File: src/rtl/ps2_lane_scorer.sv
// ps2_lane_scorer
//   This block turns the PS/2 byte stream into per-lane key state and a hit score.
//   It decodes PS/2 set-2 make, break and extended (E0) prefixes, and tracks which
//   lanes are held. A fresh press of a lane gives a one-cycle pulse and adds one to a
//   wrapping BCD score. All outputs are registered.
//
// Parameters
//   NUM_LANES    number of playable lanes (1..8)
//   LANE_CODES   packed make codes; lane i uses bits [8i+7:8i]
//   SCORE_DIGITS number of BCD score digits (1..6)
//
// Ports
//   CLOCK_50         system clock, all state on posedge
//   resetn           asynchronous active-low reset
//   ps2_key_data     received byte from PS2_Controller
//   ps2_key_pressed  one-cycle strobe qualifying ps2_key_data
//   clear            synchronous clear of score, held state and decoder
//   lane_held        bit i high while lane i key is down
//   lane_press       one-cycle pulse on a fresh press of lane i
//   score_bcd        hit count in BCD, digit 0 in [3:0]
//   score_wrap       one-cycle pulse when the score rolls from all-9s to 0
//   last_code        most recent accepted byte, prefixes included
module ps2_lane_scorer #(
    parameter int unsigned                   NUM_LANES    = 4,
    parameter logic [8*NUM_LANES-1:0]        LANE_CODES   = {8'h2B, 8'h23, 8'h1B, 8'h1C},
    parameter int unsigned                   SCORE_DIGITS = 2
) (
    input  logic                      CLOCK_50,
    input  logic                      resetn,
    input  logic [7:0]                ps2_key_data,
    input  logic                      ps2_key_pressed,
    input  logic                      clear,
    output logic [NUM_LANES-1:0]      lane_held,
    output logic [NUM_LANES-1:0]      lane_press,
    output logic [4*SCORE_DIGITS-1:0] score_bcd,
    output logic                      score_wrap,
    output logic [7:0]                last_code
);

    localparam logic [7:0] CodeBreak = 8'hF0;
    localparam logic [7:0] CodeExt   = 8'hE0;

    typedef enum logic [1:0] {
        StIdle,
        StBrk,
        StExt,
        StExtBrk
    } state_e;

    state_e state_q;

    // One-hot lane match for the current byte; the lowest index wins on duplicates.
    logic [NUM_LANES-1:0] lane_hit;
    logic                 hit_found;

    always_comb begin
        lane_hit  = '0;
        hit_found = 1'b0;
        for (int i = 0; i < NUM_LANES; i++) begin
            if (!hit_found && (ps2_key_data == LANE_CODES[8*i +: 8])) begin
                lane_hit[i] = 1'b1;
                hit_found   = 1'b1;
            end
        end
    end

    // BCD ripple increment: a digit advances only while every lower digit was 9.
    logic [4*SCORE_DIGITS-1:0] score_inc;
    logic                      score_carry;

    always_comb begin
        score_inc   = score_bcd;
        score_carry = 1'b1;
        for (int k = 0; k < SCORE_DIGITS; k++) begin
            if (score_carry) begin
                if (score_bcd[4*k +: 4] == 4'd9) begin
                    score_inc[4*k +: 4] = 4'd0;
                end else begin
                    score_inc[4*k +: 4] = score_bcd[4*k +: 4] + 4'd1;
                    score_carry         = 1'b0;
                end
            end
        end
    end

    // A make only counts when the matched lane was not already down (typematic repeat).
    logic fresh_press;
    assign fresh_press = |(lane_hit & ~lane_held);

    always_ff @(posedge CLOCK_50 or negedge resetn) begin
        if (!resetn) begin
            state_q    <= StIdle;
            lane_held  <= '0;
            lane_press <= '0;
            score_bcd  <= '0;
            score_wrap <= 1'b0;
            last_code  <= 8'h00;
        end else if (clear) begin
            // Clear wins over a coincident strobe; that byte is dropped.
            state_q    <= StIdle;
            lane_held  <= '0;
            lane_press <= '0;
            score_bcd  <= '0;
            score_wrap <= 1'b0;
            last_code  <= 8'h00;
        end else begin
            lane_press <= '0;
            score_wrap <= 1'b0;
            if (ps2_key_pressed) begin
                last_code <= ps2_key_data;
                unique case (state_q)
                    StIdle: begin
                        if (ps2_key_data == CodeBreak) begin
                            state_q <= StBrk;
                        end else if (ps2_key_data == CodeExt) begin
                            state_q <= StExt;
                        end else begin
                            state_q <= StIdle;
                            if (fresh_press) begin
                                lane_held  <= lane_held | lane_hit;
                                lane_press <= lane_hit;
                                score_bcd  <= score_inc;
                                score_wrap <= score_carry;
                            end
                        end
                    end
                    StBrk: begin
                        // Any byte here, even F0/E0, is the break code itself.
                        lane_held <= lane_held & ~lane_hit;
                        state_q   <= StIdle;
                    end
                    StExt: begin
                        state_q <= (ps2_key_data == CodeBreak) ? StExtBrk : StIdle;
                    end
                    StExtBrk: begin
                        state_q <= StIdle;
                    end
                    default: begin
                        state_q <= StIdle;
                    end
                endcase
            end
        end
    end

endmodule
File: config.mk
export PLATFORM = sky130hd
export DESIGN_NAME = ps2_lane_scorer
export DESIGN_NICKNAME = d
export VERILOG_FILES = /design/src/rtl/ps2_lane_scorer.sv
export SDC_FILE = /design/constraint.sdc
export NUM_CORES = 1
export LEC_CHECK = 0
export CORE_MARGIN = 2
export CORE_UTILIZATION = 49
export DETAILED_ROUTE_END_ITERATION = 10
export GPL_ROUTABILITY_DRIVEN = 1
export HOLD_SLACK_MARGIN = 0.1
export PLACE_DENSITY = 0.79
export SKIP_CTS_REPAIR_TIMING = 1
export SLEW_MARGIN = 20
export SYNTH_ARGS = -nofsm -noshare
export SYNTH_HDL_FRONTEND = slang
export SYNTH_SLANG_ARGS = --single-unit
File: constraint.sdc
create_clock -name CLOCK_50 -period 3 [get_ports CLOCK_50]
set_clock_uncertainty 0.2 [all_clocks]
set_input_delay 0.6 -clock CLOCK_50 [delete_from_list [all_inputs] [get_ports CLOCK_50]]
set_output_delay 0.6 -clock CLOCK_50 [all_outputs]
set_load 0.01 [all_outputs]
==> impl_metrics.csv <==
group,metric,value,unit
place,dp_cells,226,
worst_setup_path,worstPathCellList,"clkdlybuf4s50_1 -> or4b_1 -> a211o_1 -> a211oi_2 -> mux2_2",
layout,regArea,676,um2
detailed_routing,ant_nets,0,
timing,hold_viol_final,0,
clock_network,clk_latency,330,ps
pwr,powerDensity,311,nW/um2
layout,drive_gt1_frac,0.157,
clock_network,clkTransAtPathRegs,150,ps
layout,diodes,0,
pwr,p_int,0.468,mW
clock_network,htreeDepth,1,
layout,design_area,2030,um2
worst_setup_path,slowest_delay,510,ps
worst_setup_path,crit_path_top_delay_cell,"or4b_1",
pwr,power_switching_share,0.259,
timing,setup_viol,0,
global_route,grt_max_degree,28,
synthesis,async_reset_ff_frac,1.00,
place,dp_hpwl,2.68,mm
timing,rsz0062_at_grt,"false",
floorplanning,initial_utilization,0.510,
timing,final_max_slew_viol_count,0,
worst_hold_path,hold_class,"register to register",
place,gp_congestion,0.907,
detailed_routing,wl_per_cell,15.3,um
global_route,antenna_found_initial,0,
worst_setup_path,crit_path_start_kind,"input pin",
timing,fmax,384,MHz
synthesis,avgSynthCellArea,10.2,um2
timing,tightest_slew,505,ps
synthesis,ys_seq_area_frac,0.441,
synthesis,syn_area,1530,um2
detailed_routing,first_iter_violations,60,
synthesis,syn_inst,150,
detailed_routing,vias_per_cell,5.80,
layout,mostFrequentLayoutCells,"clkdlybuf4s50_1, dfrtp_1, nor2_1",
clock_network,cts_buffers,3,
worst_setup_path,crit_type,"input pin to register",
global_route,grt_pass1_vias,1317,
global_route,overflow,0,
floorplanning,dieArea,3590,um2
floorplanning,core_area,3000,um2
layout,syn2layout_area_growth,32.6,%
place,placed_cell_area,2000,um2
pwr,vdd_drop_max,249,uV
worst_setup_path,path_max_fanout,6,
pwr,p_seq_frac,0.592,
global_route,grt.total_usage,0.220,
layout,fin_cells,230,
layout,multi_input_comb_area,808,um2
place,io_buffers,36,
detailed_routing,remaining_drc_errors,0,
detailed_routing,routed-via-count,1333,
clock_network,cts_tree,"built",
detailed_routing,wl,3.52,mm
pwr,combPwrFrac,0.148,
outcome,outcome,"complete, no violations",
worst_setup_path,worstPathArrival,2640,ps
timing,hold_ws,350,ps
timing,min_period_over_period,0.868,
worst_setup_path,critical_path_required,3030,ps
layout,layout_commonest_cell,"clkdlybuf4s50_1",
synthesis,ys_seq_elements,27,
clock_network,cts_max_path_buffers,2,
synthesis,synth_top_flop_cell,"dfrtp_1",
floorplanning,die_h,59.9,um
synthesis,synth-edff-count,0,
synthesis,syn_nets,166,
clock_network,cts_root_buf,"clkbuf_4",
floorplanning,io_pins,37,
synthesis,yosysWarnings,0,
synthesis,synthDistinctLibCells,40,
timing,setup_tns,0,ps
pwr,power.switching,0.163,mW
flow_run,cap_violations,0,
pwr,leakage,0.833,nW
worst_setup_path,reg2reg_slack,740,ps
global_route,grt_pass1_wl,6.00,mm
timing,slew-limit-headroom,0.663,
layout,fillerInstances,240,
timing,min_period,2600,ps
worst_setup_path,crit_path_end_kind,"register",
floorplanning,die_w,59.9,um
detailed_routing,drt-pass1-iter-count,4,
layout,layout.nets,214,
clock_network,clock_sinks,27,
pwr,p_clk_frac,0.259,
floorplanning,rows,20,
## state kept, by name (all words and copies together) (netlist names)
register and flops:
state_q 2, score_bcd 8, lane_press 4, score_wrap 1
last_code 8, lane_held 4
## worst max-delay path: cells and delay by family
family / cells / cell delay (ps)
mux: 1 / 370
buf+inv: 1 / 460
simple gates: 1 / 510
compound gates: 2 / 690
## synth_stat cells, types with 3 or more instances
| library cell | count | area, um2 |
|---|---|---|
| dfrtp_1 | 27 | 676 |
| nor2_1 | 15 | 56.3 |
| mux2i_1 | 11 | 110 |
| nor3_1 | 9 | 45.0 |
| nand2_1 | 8 | 30.0 |
| nand2b_1 | 6 | 37.5 |
| nor4_1 | 6 | 37.5 |
| a211oi_1 | 5 | 37.5 |
| inv_1 | 5 | 18.8 |
| clkbuf_1 | 4 | 15.0 |
| ha_1 | 4 | 50.1 |
| or3_1 | 4 | 25.0 |
| or3b_2 | 4 | 35.0 |
| a21oi_1 | 3 | 15.0 |
| nor2b_1 | 3 | 18.8 |
| o21ai_0 | 3 | 15.0 |
## per-layer routing
| layer | global-route usage | vias up | part of all wire |
|---|---|---|---|
| li1 | - | 650 | - |
| met1 | 0.303 | 649 | 0.48 |
| met2 | 0.360 | 29 | 0.47 |
| met3 | 0.0281 | 5 | 0.036 |
| met4 | 0.0667 | 0 | 0.0099 |
| met5 | 0 | - | 0 |
## cells by family (layout without fill, tap and decap cells)
kind of cell	after synthesis	in the layout	synth area share
AND/OR/NAND/NOR	72	72	0.281
flip-flops	27	27	0.441
AO/OA/AOI/OAI	21	21	0.108
multiplexers	15	15	0.106
buffers and inverters	11	58	0.0318
adder cells (fa/ha/maj)	4	4	0.0327
## cell type report
cell class,count,share of cell area
clock buffers,3,0.0111
flip-flops and latches,27,0.333
inverters,5,0.00924
well taps,33,0.0203
multi-input cells,112,0.398
repair buffers,49,0.225
clock inverters,1,0.00369
## stage by stage
step | util | total power [mW] | worst slack [ps]
floorplan | - | 0.417 | 575
global placement | 0.667 | 0.471 | 94.3
detailed placement | 0.667 | 0.475 | 29.8
CTS | 0.677 | 0.636 | 397
global route | 0.677 | 0.658 | 317
finish | 0.677 | 0.632 | 396
## power by group through the flow
stage / logic, mW / clock network [mW] / registers (mW)
2_1_floorplan: 0.0335 / 0 / 0.383
3_3_place_gp: 0.0912 / 0 / 0.380
3_5_place_dp: 0.0938 / 0 / 0.381
4_1_cts: 0.0942 / 0.167 / 0.374
5_1_grt: 0.103 / 0.180 / 0.375
6_report: 0.0938 / 0.164 / 0.374
## worst paths after layout
kind | from | endpoint | cells after the start
max in group asynchronous | resetn | lane_held[2] | 2
hold reg to reg | last_code[4] | last_code[4] | 2
hold / removal | last_code[4] | last_code[4] | 2
setup / recovery | ps2_key_data[1] | score_bcd[5] | 5
setup reg to reg | lane_held[0] | score_bcd[5] | 4
min in group asynchronous | resetn | score_bcd[6] | 2
Power figures use the tool's default switching activity.
